**src/rtl/pipe_buf_mw.sv**
```systemverilog
// rtl/pipe_buf_mw.sv - M-to-W pipeline buffer of DEPTH stages with writeback mux and forwarding lookup
// Optional performance counters are compiled in with `define PIPE_BUF_MW_PERF_EN.
module pipe_buf_mw #(
  parameter int XLEN  = 32,
  parameter int DEPTH = 1
) (
  input  logic            clk,
  input  logic            rst,
  input  logic            stall,
  input  logic            flush,
  input  logic            valid_M,
  input  logic [1:0]      sel_wb_M,
  input  logic            rf_en_M,
  input  logic [XLEN-1:0] inst_M,
  input  logic [XLEN-1:0] pc_M,
  input  logic [XLEN-1:0] alu_out_M,
  input  logic [XLEN-1:0] out_data_M,
  output logic            valid_W,
  output logic            rf_en_W,
  output logic [1:0]      sel_wb_W,
  output logic [4:0]      rd_W,
  output logic [XLEN-1:0] inst_W,
  output logic [XLEN-1:0] pc_W,
  output logic [XLEN-1:0] alu_out_W,
  output logic [XLEN-1:0] out_data_W,
  output logic [XLEN-1:0] wb_data_W,
  input  logic [4:0]      fwd_rs,
  output logic            fwd_hit,
  output logic [XLEN-1:0] fwd_data
`ifdef PIPE_BUF_MW_PERF_EN
  ,
  output logic [31:0]     stall_cnt,
  output logic [31:0]     flush_cnt
`endif
);

  logic [DEPTH-1:0] r_valid;
  logic [DEPTH-1:0] r_rf_en;
  logic [1:0]       r_sel_wb   [DEPTH];
  logic [XLEN-1:0]  r_inst     [DEPTH];
  logic [XLEN-1:0]  r_pc       [DEPTH];
  logic [XLEN-1:0]  r_alu_out  [DEPTH];
  logic [XLEN-1:0]  r_out_data [DEPTH];

  logic            w_fwd_hit;
  logic [XLEN-1:0] w_fwd_data;

  function automatic logic [XLEN-1:0] f_wb_sel(
    input logic [1:0]      sel,
    input logic [XLEN-1:0] pc,
    input logic [XLEN-1:0] alu,
    input logic [XLEN-1:0] mem
  );
    logic [XLEN-1:0] v;
    case (sel)
      2'b00:   v = pc + XLEN'(4);
      2'b01:   v = alu;
      2'b10:   v = mem;
      default: v = '0;
    endcase
    return v;
  endfunction

  // Reset and flush both zero the whole chain; stall only holds when no flush is pending.
  always_ff @(posedge clk) begin
    if (rst || flush) begin
      r_valid <= '0;
      r_rf_en <= '0;
      for (int k = 0; k < DEPTH; k++) begin
        r_sel_wb[k]   <= 2'b00;
        r_inst[k]     <= '0;
        r_pc[k]       <= '0;
        r_alu_out[k]  <= '0;
        r_out_data[k] <= '0;
      end
    end else if (!stall) begin
      r_valid[0]    <= valid_M;
      r_rf_en[0]    <= rf_en_M;
      r_sel_wb[0]   <= sel_wb_M;
      r_inst[0]     <= inst_M;
      r_pc[0]       <= pc_M;
      r_alu_out[0]  <= alu_out_M;
      r_out_data[0] <= out_data_M;
      for (int k = 1; k < DEPTH; k++) begin
        r_valid[k]    <= r_valid[k-1];
        r_rf_en[k]    <= r_rf_en[k-1];
        r_sel_wb[k]   <= r_sel_wb[k-1];
        r_inst[k]     <= r_inst[k-1];
        r_pc[k]       <= r_pc[k-1];
        r_alu_out[k]  <= r_alu_out[k-1];
        r_out_data[k] <= r_out_data[k-1];
      end
    end
  end

  // Scan oldest to newest so the stage nearest M (youngest producer) wins.
  always_comb begin
    w_fwd_hit  = 1'b0;
    w_fwd_data = '0;
    for (int k = DEPTH - 1; k >= 0; k--) begin
      if (r_valid[k] && r_rf_en[k] && (r_inst[k][11:7] == fwd_rs) && (fwd_rs != 5'd0)) begin
        w_fwd_hit  = 1'b1;
        w_fwd_data = f_wb_sel(r_sel_wb[k], r_pc[k], r_alu_out[k], r_out_data[k]);
      end
    end
  end

  assign valid_W    = r_valid[DEPTH-1];
  assign rf_en_W    = r_rf_en[DEPTH-1] & r_valid[DEPTH-1];
  assign sel_wb_W   = r_sel_wb[DEPTH-1];
  assign inst_W     = r_inst[DEPTH-1];
  assign rd_W       = r_inst[DEPTH-1][11:7];
  assign pc_W       = r_pc[DEPTH-1];
  assign alu_out_W  = r_alu_out[DEPTH-1];
  assign out_data_W = r_out_data[DEPTH-1];
  assign wb_data_W  = f_wb_sel(r_sel_wb[DEPTH-1], r_pc[DEPTH-1], r_alu_out[DEPTH-1], r_out_data[DEPTH-1]);
  assign fwd_hit    = w_fwd_hit;
  assign fwd_data   = w_fwd_data;

`ifdef PIPE_BUF_MW_PERF_EN
  logic [31:0] r_stall_cnt;
  logic [31:0] r_flush_cnt;

  always_ff @(posedge clk) begin
    if (rst) begin
      r_stall_cnt <= '0;
      r_flush_cnt <= '0;
    end else begin
      if (stall && !flush && (r_stall_cnt != 32'hFFFF_FFFF))
        r_stall_cnt <= r_stall_cnt + 32'd1;
      if (flush && (r_flush_cnt != 32'hFFFF_FFFF))
        r_flush_cnt <= r_flush_cnt + 32'd1;
    end
  end

  assign stall_cnt = r_stall_cnt;
  assign flush_cnt = r_flush_cnt;
`endif

endmodule

```
**config.mk**
```make
export PLATFORM = sky130hd
export DESIGN_NAME = pipe_buf_mw
export DESIGN_NICKNAME = d
export VERILOG_FILES = /design/src/rtl/pipe_buf_mw.sv
export SDC_FILE = /design/constraint.sdc
export NUM_CORES = 1
export LEC_CHECK = 0
export ABC_CLOCK_PERIOD_IN_PS = 3800
export CELL_PAD_IN_SITES_DETAIL_PLACEMENT = 2
export CELL_PAD_IN_SITES_GLOBAL_PLACEMENT = 2
export CORE_MARGIN = 3
export CORE_UTILIZATION = 21
export CTS_CLUSTER_DIAMETER = 40
export CTS_CLUSTER_SIZE = 10
export DETAILED_ROUTE_END_ITERATION = 16
export GPL_ROUTABILITY_DRIVEN = 0
export GPL_TIMING_DRIVEN = 0
export PLACE_DENSITY_LB_ADDON = 0.1
export RECOVER_POWER = 50
export SKIP_LAST_GASP = 1
export SYNTH_ARGS = -nofsm -noshare
export SYNTH_HDL_FRONTEND = slang
export SYNTH_SLANG_ARGS = --single-unit
```
**constraint.sdc**
```tcl
create_clock -name clk -period 3.8 [get_ports clk]
set_input_delay 0.57 -clock clk [delete_from_list [all_inputs] [get_ports clk]]
set_output_delay 0.57 -clock clk [all_outputs]
set_load 0.02 [all_outputs]
```
==> metrics.md, run 1 <==
| Metric | Value |
|---|---|
| Status | `finished, violations left` |
| Failing checks | `max-capacitance violations, max-slew violations` |
| Top Ports | `between 300 and 400` |
| Syn_nets | `between 600 and 700` |
| DRC viols | `0` |
| RR Endpoint | `valid_W` |
| Min Tclk post-route | `3.68 ns` |
| CTS tree | `yes` |
| Netlist cell types | `44` |
| Worst-Skew Late Latency | `0.41 ns` |
| Syn_area_per_cell | `11.7 µm²` |
| Post-DR vias/cell | `4.46` |
| Full die area | `32900 µm²` |
| Worst-path clk slew | `around 0.060 ns` |
| RSZ-0062 raised after global routing | `true` |
| Post-DP HPWL | `23400 µm` |
| Synth Area in Compound Gates | `0.0948` |
| 1st-pass router iterations | `4` |
| Most frequent cells in the layout | `208 x clkdlybuf4s50_1, 130 x edfxtp_1, 121 x dlygate4sd3_1` |
| Initial antenna violation count | `0` |
| Leak | `between 4 and 5 nW` |
| Commonest non-fill, non-tap cell in the layout | `clkdlybuf4s50_1` |
| DP Area | `roughly 10000 µm²` |
| EDFF count, synth | `between 100 and 150` |
| Power density cells | `375 nW/µm²` |
| FF+latch count, synth | `roughly 130` |
| First-pass GRT wire length | `about 45000 µm` |
| Vias | `5971` |
| Clock Skew | `0 ns` |
| Max Freq | `~270 MHz` |
| TritonCTS Buffers | `17` |
| Classification of the worst setup path | `reg2out` |
| Mapped Cells | `552` |
| Peak VDD IR | `roughly 210 µV` |
| R2R Path Start | `valid_W` |
| Total power | `4.22 mW` |
| Seq/Total Area, Yosys | `0.611` |
| Worst-margin pin slew | `around 1.6 ns` |
| Final Setup Violations | `0` |
| Total GRT Usage | `0.182` |
| Final WL | `around 30000 µm` |
| Critical Path RT | `roughly 3.2 ns` |
| Htree depth | `4` |
| Root Driver | `clkbuf_16` |
| Post-synthesis xor/xnor area fraction | `0.0176` |
| Max Cap Violations | `1` |
| Synth Area in Adders | `0.00194` |
| CP endpoint kind | `output pin` |
| Async SR Flop Fraction | `0` |
| # nets final | `about 1100` |
| Crit Path Max Fanout | `8` |
| Final antenna-violating net count | `0` |
| CP arrival | `3.11 ns` |
| Hold Path Class | `reg2reg` |
| Register-to-Register Path Depth | `1` |
| Rows | `63` |
| Area Growth Syn to Fin | `74.4%` |
| Hold Fails Final Rpt | `0` |
| Die X | `181 µm` |
| Pin count of the biggest net entering global routing | `73` |
| Fin area | `between 10000 and 15000 µm²` |
| Initial Utilization | `0.216` |
| Clk sinks | `132` |
| Mux contribution to synthesized area | `0.00523` |
| Top FF cell, synth | `edfxtp_1` |
| Max-slew violation count | `between 70 and 80` |
| Clock Path Buffers | `2` |
| Buffers on Ports | `around 340` |
| Startpoint types | `register` |
| Relative slew slack | `-0.0796` |
| Post-Synthesis Cell Area | `6460 µm²` |
| Crit share post-route | `0.968` |
| Antenna cells | `0` |
| Gr ovfl total | `0` |
| Core ar. | `30000 µm²` |
| Die height | `around 180 µm` |
| Post-synthesis simple-gate area fraction | `0.239` |
| Hold buffers post-CTS | `0` |
| Largest family of logic cells by synthesized area | `simple AND/OR/NAND/NOR gates` |
| Layout cells sized above 1 | `0.0980` |
| Vias in the first global route | `just under 7000` |
| Crit path to | `fwd_data[9]` |
| Drt wl/cell | `approximately 23 µm` |
| Ys Warns | `0` |
| CP Launch Point | `r_sel_wb[0][0]` |
| Worst reg2reg setup slack | `3.17 ns` |
| Iteration-0 DRC Markers | `around 210` |
[cell usage after synthesis (4+ instances only)]
cell / instances / area share
nand2_1: 42 / 0.024
buf_4: 5 / 0.0058
nand3_1: 8 / 0.0062
and3_1: 4 / 0.0039
edfxtp_1: 130 / 0.60
or4_1: 4 / 0.0047
a22oi_1: 21 / 0.024
buf_2: 4 / 0.0031
and4_1: 5 / 0.0068
nor2_1: 10 / 0.0058
o21ai_0: 16 / 0.012
nand4_1: 4 / 0.0039
o21ai_1: 11 / 0.0085
and2_1: 131 / 0.13
clkbuf_1: 25 / 0.015
o31a_1: 6 / 0.0081
xor2_1: 4 / 0.0054
inv_1: 12 / 0.0070
a21oi_1: 27 / 0.021
nor4_1: 14 / 0.014
xnor2_1: 9 / 0.012
nor2b_1: 12 / 0.012
a22o_1: 4 / 0.0054
nor3_1: 9 / 0.0070
[state kept, by name (all words and copies together) (netlist names)]
| signal | cells |
|---|---|
| r_out_data | 32 |
| valid_W | 1 |
| r_rf_en | 1 |
| r_inst | 32 |
| r_pc | 32 |
| r_sel_wb | 2 |
| r_alu_out | 32 |
[repair_timing]
action / in CTS / in global routing
pin swaps: 0 / 3
buffers inserted: 5 / 19
endpoints found under the setup margin: 60 / 40
resized for setup: 19 / 22
[power breakdown]
| group | total, mW | leakage [nW] | switching, mW | internal, mW |
|---|---|---|---|---|
| combinational | 0.786 | 2.86 | 0.400 | 0.385 |
| sequential | 1.76 | 1.51 | 0.0694 | 1.69 |
| clock | 1.67 | 0.277 | 0.748 | 0.922 |
| total | 4.22 | 4.64 | 1.22 | 3.00 |
[metrics by stage]
| step | TNS [ns] | worst slack [ns] | utilization | instances | hold slack, ns |
|---|---|---|---|---|---|
| floorplan | 0 | 0.0261 | - | 552 | 0.449 |
| global placement | -239.28 | -1.84 | 0.346 | 1284 | 0.467 |
| detailed placement | -1.54 | -0.133 | 0.347 | 1285 | 0.474 |
| CTS | 0 | 0.00345 | 0.369 | 1320 | 0.493 |
| global route | -0.0507 | -0.0382 | 0.376 | 1339 | 0.534 |
| finish | 0 | 0.123 | 0.376 | 1339 | 0.492 |
[layout make-up]
class	count	area (µm²)
Clock inverter	15	146
Timing Repair Buffer	367	3650
Inverter	12	48.8
Tap cell	390	488
Clock buffer	17	425
Buffer	32	151
Sequential cell	132	3940
Multi-Input combinational cell	374	2400
Fill cell	3134	18700
[logic make-up (layout without fill, tap and decap cells)]
kind of cell	Yosys count	after routing
multiplexers	3	3
AND/OR/NAND/NOR	259	259
AO/OA/AOI/OAI	98	98
buffers and inverters	46	443
XOR/XNOR	13	13
flip-flops	132	132
adder cells (fa/ha/maj)	1	1
[worst min-delay path by stage]
stage,start,depth (start not counted),end
floorplan,r_rf_en,1,r_rf_en
global placement,r_rf_en,1,r_rf_en
detailed placement,r_rf_en,1,r_rf_en
CTS,r_rf_en,1,r_rf_en
global route,r_rf_en,1,r_rf_en
finish,r_rf_en,1,r_rf_en
[critical path, cell delays in order, from the launching register on]
cell,delay [ns]
edfxtp_1,0.45
buf_4,0.19
or2_2,0.29
clkbuf_1,0.26
o21ai_2,0.33
nor4bb_1,0.43
clkdlybuf4s50_1,0.74
[layer usage]
layer,vias up,global-route usage,part of all wire
met5,-,0,0
met4,0,0.0491,0.015
met3,25,0.0721,0.084
met2,227,0.316,0.50
met1,2949,0.209,0.40
li1,2770,-,-
(Power assumes the default switching activity.)
==> run 2: changes to the inputs <==
Settings changed: SETUP_SLACK_MARGIN from default to 0.15.
==> run 2 against run 1 <==
Against the previous run:
- the flow finishes with violations (max-capacitance violations)
- register-to-register slack got worse by 0.04 ns
- worst setup slack improved by 0.087 ns
- total power increased by 2.4%
- critical path depth increased by 1
- flip-flop and latch count unchanged
- sequential power about the same
- worst hold slack improved by 0.034 ns
- clock-buffer cell count increased by 2
- largest cell class unchanged
==> metrics.md, run 2 (synthesis gave the netlist of run 1 again) <==
| Metric | Value |
|---|---|
| Area Growth Syn to Fin | `76.6%` |
| Buffers on Ports | `342 (unchanged)` |
| Drt wl/cell | `22.6 µm (about the same)` |
| Comb power frac | `0.185 (about the same)` |
| Core ar. | `30000 µm² (unchanged)` |
| Vias | `6051 (+1.3%)` |
| Fin area | `11400 µm² (+1.3%)` |
| Htree depth | `4 (unchanged)` |
| Initial Utilization | `0.216 (unchanged)` |
| Post-DR vias/cell | `4.48 (+0.37%)` |
| Startpoint types | `register` |
| Classification of the worst setup path | `reg2out` |
| Final antenna-violating net count | `0 (unchanged)` |
| CTS tree | `yes` |
| Min-delay src | `r_rf_en` |
| Max Cap Violations | `1 (unchanged)` |
| Worst reg2reg setup slack | `3.13 ns (-0.04 ns)` |
| Switching Fraction | `0.276 (-0.0133)` |
| Pin count of the biggest net entering global routing | `37 (-49%)` |
| Sequential share of power | `0.407 (-0.011)` |
| Gr ovfl total | `0 (unchanged)` |
| Clock Skew | `0 ns (unchanged)` |
| DP Worst Slack | `-0.126 ns (+0.00697 ns)` |
| CP arrival | `3.02 ns (-0.09 ns)` |
| Worst-path clk slew | `0.06 ns (about the same)` |
| Commonest non-fill, non-tap cell in the layout | `clkdlybuf4s50_1` |
| Peak VDD IR | `205 µV (-1.6%)` |
| Setup_tns | `0 ns (unchanged)` |
| Min Tclk post-route | `3.59 ns (-0.0867 ns)` |
| Hold Path Class | `reg2reg` |
| Failing checks | `max-capacitance violations` |
| Post-DP HPWL | `23600 µm (+0.85%)` |
| Clock Path Buffers | `2 (unchanged)` |
| Min Hold Slack | `0.526 ns (+0.0338 ns)` |
| CP cell instances | `nand2_1 > or4_1 > buf_2 > o31a_1 > o21ai_1 > nand2_1 > clkdlybuf4s50_1` |
| Relative slew slack | `0.0168 (+0.0964)` |
| Vias in the first global route | `6700 (-2.0%)` |
| CP max stage delay | `0.58 ns (-0.16 ns)` |
| Full die area | `32900 µm² (unchanged)` |
| Total GRT Usage | `0.182 (about the same)` |
| Iteration-0 DRC Markers | `210 (-1.9%)` |
| Post-Layout Cell Count | `1352 (+0.97%)` |
| Rows | `63 (unchanged)` |
| Final Setup Violations | `0 (unchanged)` |
| Total power | `4.32 mW (+2.4%)` |
| CP endpoint kind | `output pin` |
| Max-slew violation count | `0 (-100%)` |
| Critical Path RT | `3.23 ns (about the same)` |
| Worst setup margin | `0.209 ns (+0.0867 ns)` |
| Internal power | `3.13 mW (+4.3%)` |
| Sw Pwr | `1.19 mW (-2.3%)` |
| DRC viols | `0 (unchanged)` |
| Root Driver | `clkbuf_16` |
| 1st-pass router iterations | `4 (unchanged)` |
| DP Area | `10500 µm² (+0.44%)` |
| First-pass GRT wire length | `44700 µm (-0.63%)` |
| RR Endpoint | `valid_W` |
| Hold endpoint | `r_rf_en` |
| RSZ-0062 raised after global routing | `true` |
| R2R Path Start | `valid_W` |
| Sum of buffers and inverters on the critical path | `2 (-1)` |
| Leak | `4.86 nW (+4.6%)` |
| Clk network pwr share | `0.408 (+0.012)` |
| # nets final | `1090 (+1.1%)` |
| Clk sinks | `132 (unchanged)` |
| Status | `finished, violations left` |
| Worst hold stages | `1 (unchanged)` |
| CP Depth | `7 (+1)` |
| Power density cells | `378 nW/µm² (+1.0%)` |
| Critical Path Slowest Stage Cell | `clkdlybuf4s50_1` |
| TritonCTS Buffers | `17 (unchanged)` |
| Die X | `181 µm (unchanged)` |
| Final core area utilization | `0.381 (+0.00493)` |
| Crit Path Max Fanout | `7 (-1)` |
| Die height | `181 µm (unchanged)` |
| Kind of cell adding the most delay to the critical path | `simple AND/OR/NAND/NOR gates` |
| Max Freq | `279 MHz (+2.4%)` |
| Crit share post-route | `0.945 (-0.0228)` |
| Most frequent cells in the layout | `198 x clkdlybuf4s50_1, 130 x edfxtp_1, 118 x and2_1` |
| Layout cells sized above 1 | `0.113 (+0.0154)` |
| Top Ports | `343 (unchanged)` |
| Most frequent cell on the critical path | `nand2_1` |
| Worst-margin pin slew | `1.46 ns (-0.156 ns)` |
| Worst-Skew Late Latency | `0.42 ns (about the same)` |
| Hold Fails Final Rpt | `0 (unchanged)` |
| Inst Count DP | `1288 (+0.23%)` |
| Register-to-Register Path Depth | `1 (unchanged)` |
| Final WL | `30600 µm (+0.99%)` |
| Initial antenna violation count | `1 (+1)` |
==> run 2: cell type report <==
cell class              count  area (µm²)
fillers                  3162       18500
flip-flops and latches    132        3940
repair buffers            377        3720
multi-input cells         374        2430
well taps                 390         488
clock buffers              19         433
clock inverters            13         174
plain buffers              34         174
inverters                  12        46.3
diodes                      1        2.50
==> run 2: worst max-delay path by stage <==
stage / endpoint / start / slack [ns]
6_report: wb_data_W[21] / r_pc[0][11] / 0.21
5_1_grt: wb_data_W[21] / r_pc[0][5] / 0.09
4_1_cts: fwd_data[11] / r_sel_wb[0][0] / 0.03
3_5_place_dp: fwd_data[28] / r_sel_wb[0][0] / -0.13
3_3_place_gp: r_pc[0][18] / flush / -0.96
2_1_floorplan: r_alu_out[0][0] / flush / 0.64
==> run 2: power groups by stage <==
stage               combinational (mW)  clock, mW  sequential (mW)
detailed placement               0.800          0             1.80
finish                           0.798       1.76             1.76
CTS                              0.826       1.81             1.76
global route                     0.849       1.86             1.77
global placement                 0.786          0             1.80
floorplan                        0.195          0             1.89
==> run 2: routing by layer <==
| metal | global-route usage | part of all wire |
|---|---|---|
| met1 | 0.209 | 0.40 |
| met2 | 0.316 | 0.50 |
| met3 | 0.0745 | 0.086 |
| met4 | 0.0481 | 0.016 |
| met5 | 0 | 0 |
==> run 2: repair_timing <==
action | CTS | global route
setup buffers | 10 | 21
hold buffers | 0 | 0
endpoints found under the setup margin | 63 | 27
pin swaps | 1 | 3
resized for setup | 44 | 25
gates cloned | 0 | 0
==> run 3: changes to the inputs <==
Settings changed: ABC_AREA from default to 1, CORE_UTILIZATION 21 to 20, HOLD_SLACK_MARGIN from default to 0.12.
==> run 3 against run 2 <==
Against the previous run:
- the flow now finishes without violations
- combinational power down 0.6%
- total power down 1.8%
- sequential power about the same
- synthesized area up 7.9%
- worst setup slack better by 0.16 ns
- non-clock buffer count down 29
- worst hold slack worse by 0.033 ns
- utilization down 3.9 points
==> metrics.md, run 3 <==
| Metric | Value |
|---|---|
| Async SR Flop Fraction | `0 (unchanged)` |
| Clock Path Buffers | `2 (unchanged)` |
| # nets final | `1374 (+26%)` |
| Iteration-0 DRC Markers | `223 (+6.2%)` |
| Post-Layout Cell Count | `1693 (+25%)` |
| Final Setup Violations | `0 (unchanged)` |
| CP cell instances | `ha_1 > nand2_1 > nor2_1 > nand2_1 > nor2_1 > or2_2 > nand3_1 > a21oi_1 > clkdlybuf4s50_1` |
| Initial antenna violation count | `2 (+1)` |
| Critical Path RT | `3.23 ns (about the same)` |
| Register-to-Register Path Depth | `2 (+1)` |
| Leak | `5.47 nW (+13%)` |
| First-pass GRT wire length | `46700 µm (+4.6%)` |
| Root Driver | `clkbuf_16` |
| TritonCTS Buffers | `17 (unchanged)` |
| Yosys top cell area share | `0.560 (-0.0442)` |
| Most frequent cells in the layout | `202 x clkdlybuf4s50_1, 197 x inv_1, 189 x nand2_1` |
| Buffers on Ports | `342 (unchanged)` |
| Commonest non-fill, non-tap cell in the layout | `clkdlybuf4s50_1` |
| Max Freq | `291 MHz (+4.6%)` |
| CP max stage delay | `0.68 ns (+0.10 ns)` |
| Power density cells | `365 nW/µm² (-3.5%)` |
| Min-delay src | `valid_W` |
| Htree depth | `4 (unchanged)` |
| Full die area | `37100 µm² (+13%)` |
| Seq/Total Area, Yosys | `0.566 (-0.0447)` |
| RSZ-0062 raised after global routing | `true` |
| Antenna cells | `0 (-1)` |
| Syn_area_per_cell | `8.05 µm² (-31%)` |
| Die X | `193 µm (+6.2%)` |
| RR Endpoint | `valid_W` |
| Ys Warns | `0 (unchanged)` |
| Post-DP HPWL | `26000 µm (+9.9%)` |
| Yosys top cell by area | `edfxtp_1` |
| Total power | `4.24 mW (-1.8%)` |
| Final antenna-violating net count | `0 (unchanged)` |
| Clk sinks | `132 (unchanged)` |
| Core ar. | `34000 µm² (+13%)` |
| Mapped Cells | `865 (+57%)` |
| Gr ovfl total | `0 (unchanged)` |
| Max Cap Violations | `0 (-1)` |
| Crit share post-route | `0.903 (-0.0415)` |
| Worst-path clk slew | `0.06 ns (about the same)` |
| Status | `finished clean` |
| Pin count of the biggest net entering global routing | `87 (+140%)` |
| CP arrival | `2.86 ns (-0.16 ns)` |
| Total GRT Usage | `0.174 (-0.00801)` |
| Worst reg2reg setup slack | `3.22 ns (+0.09 ns)` |
| Hold Path Class | `reg2reg` |
| Post-Synthesis Cell Area | `6970 µm² (+7.9%)` |
| Final WL | `32100 µm (+4.7%)` |
| Top FF cell, synth | `edfxtp_1` |
| Peak VDD IR | `302 µV (+47%)` |
| Syn_nets | `1007 (+45%)` |
| Worst-margin pin slew | `1.33 ns (-0.135 ns)` |
| Startpoint types | `register` |
| Count leader, synth | `inv_1` |
| Top cells by count, synth | `197 x inv_1, 190 x nand2_1, 177 x nor2_1` |
| Clock Skew | `0 ns (unchanged)` |
| Area Growth Syn to Fin | `66.7%` |
| R2R Path Start | `valid_W` |
| Relative slew slack | `0.114 (+0.0974)` |
| DRC viols | `0 (unchanged)` |
| Post-DR vias/cell | `4.05 (-9.6%)` |
| Vias | `6852 (+13%)` |
| Worst hold stages | `2 (+1)` |
| Max-slew violation count | `0 (unchanged)` |
| Hold endpoint | `valid_W` |
| Synth top area cells | `edfxtp_1 56%, inv_1 11%, nand2_1 10%` |
| Worst setup margin | `0.367 ns (+0.158 ns)` |
| CTS tree | `yes` |
| Classification of the worst setup path | `reg2out` |
| Worst-Skew Late Latency | `0.43 ns (about the same)` |
| Rows | `67 (+6.3%)` |
| Initial Utilization | `0.205 (-0.0104)` |
| EDFF count, synth | `130 (unchanged)` |
| Die height | `193 µm (+6.2%)` |
| Hold Fails Final Rpt | `0 (unchanged)` |
| Top Ports | `343 (unchanged)` |
| Drt wl/cell | `18.9 µm (-16%)` |
| Critical Path Slowest Stage Cell | `clkdlybuf4s50_1` |
| Setup_tns | `0 ns (unchanged)` |
| Crit Path Max Fanout | `4 (-3)` |
| DP Worst Slack | `0.318 ns (+0.444 ns)` |
| Vias in the first global route | `7346 (+9.6%)` |
| CP endpoint kind | `output pin` |
| FF+latch count, synth | `132 (unchanged)` |
| Layout cells sized above 1 | `0.0546 (-0.0588)` |
| Netlist cell types | `24 (-45%)` |
| Min Tclk post-route | `3.43 ns (-0.158 ns)` |
| Inst Count DP | `1656 (+29%)` |
| 1st-pass router iterations | `5 (+1)` |
-- run 3: critical path: cells and delay by family (launching register included) --
family / cells / cell delay, ns
and+or+nand+nor: 6 / 1.01
AOI/OAI and AO/OA: 1 / 0.18
adders and majority gates: 1 / 0.19
DFF: 1 / 0.36
buffers and inverters: 1 / 0.68
-- run 3: timing repair --
action,4_1_cts,5_1_grt
gates resized for setup,1,5
setup buffers,0,5
hold buffers,0,0
gates cloned,0,0
endpoints found under the setup margin,2,11
pin swaps,0,1
-- run 3: worst max path at each step --
stage | from | to | slack (ns) | cells after the start
floorplan | flush | r_alu_out[0][0] | 0.98 | 2
global placement | flush | r_alu_out[0][22] | -0.71 | 3
detailed placement | fwd_rs[1] | fwd_data[13] | 0.32 | 8
CTS | r_pc[0][2] | fwd_data[22] | 0.17 | 10
global route | r_pc[0][3] | fwd_data[18] | 0.14 | 10
finish | r_pc[0][3] | fwd_data[14] | 0.37 | 9
-- run 3: kinds of logic after synthesis --
family	synth area share
adders and majority gates	0.00180
and+or+nand+nor	0.260
DFF	0.566
buffers and inverters	0.132
xor gates and xnor gates	0.00377
AOI/OAI and AO/OA	0.0361
-- run 3: area by class of cell --
type | instances | area, µm²
Fill cell | 3889 | 22300
Clock buffer | 17 | 425
Timing Repair Buffer | 348 | 3470
Clock inverter | 15 | 158
Tap cell | 448 | 561
Multi-Input combinational cell | 500 | 2130
Buffer | 34 | 171
Sequential cell | 132 | 3940
Inverter | 199 | 747
-- run 3: power breakdown --
group          switching (mW)  total (mW)  internal (mW)  leakage [nW]
Clock                   0.723        1.69          0.972         0.281
Combinational           0.432       0.793          0.361          3.68
Sequential             0.0615        1.75           1.69          1.51
Total                    1.22        4.24           3.02          5.47
-- run 3: metal layers --
layer,vias to the layer above,wire [µm],part of all wire,track usage
met5,-,8,0.00025,0
li1,3375,-,-,-
met1,3288,12500,0.39,0.193
met2,171,16800,0.52,0.315
met3,16,2340,0.073,0.0643
met4,2,405,0.013,0.0434
-- run 3: metrics by stage --
| stage | instance area [µm²] | hold slack, ns | utilization |
|---|---|---|---|
| 2_1_floorplan | 6970 | 0.448 | - |
| 3_3_place_gp | 11000 | 0.458 | 0.323 |
| 3_5_place_dp | 11000 | 0.484 | 0.324 |
| 4_1_cts | 11600 | 0.494 | 0.341 |
| 5_1_grt | 11600 | 0.512 | 0.342 |
| 6_report | 11600 | 0.493 | 0.342 |
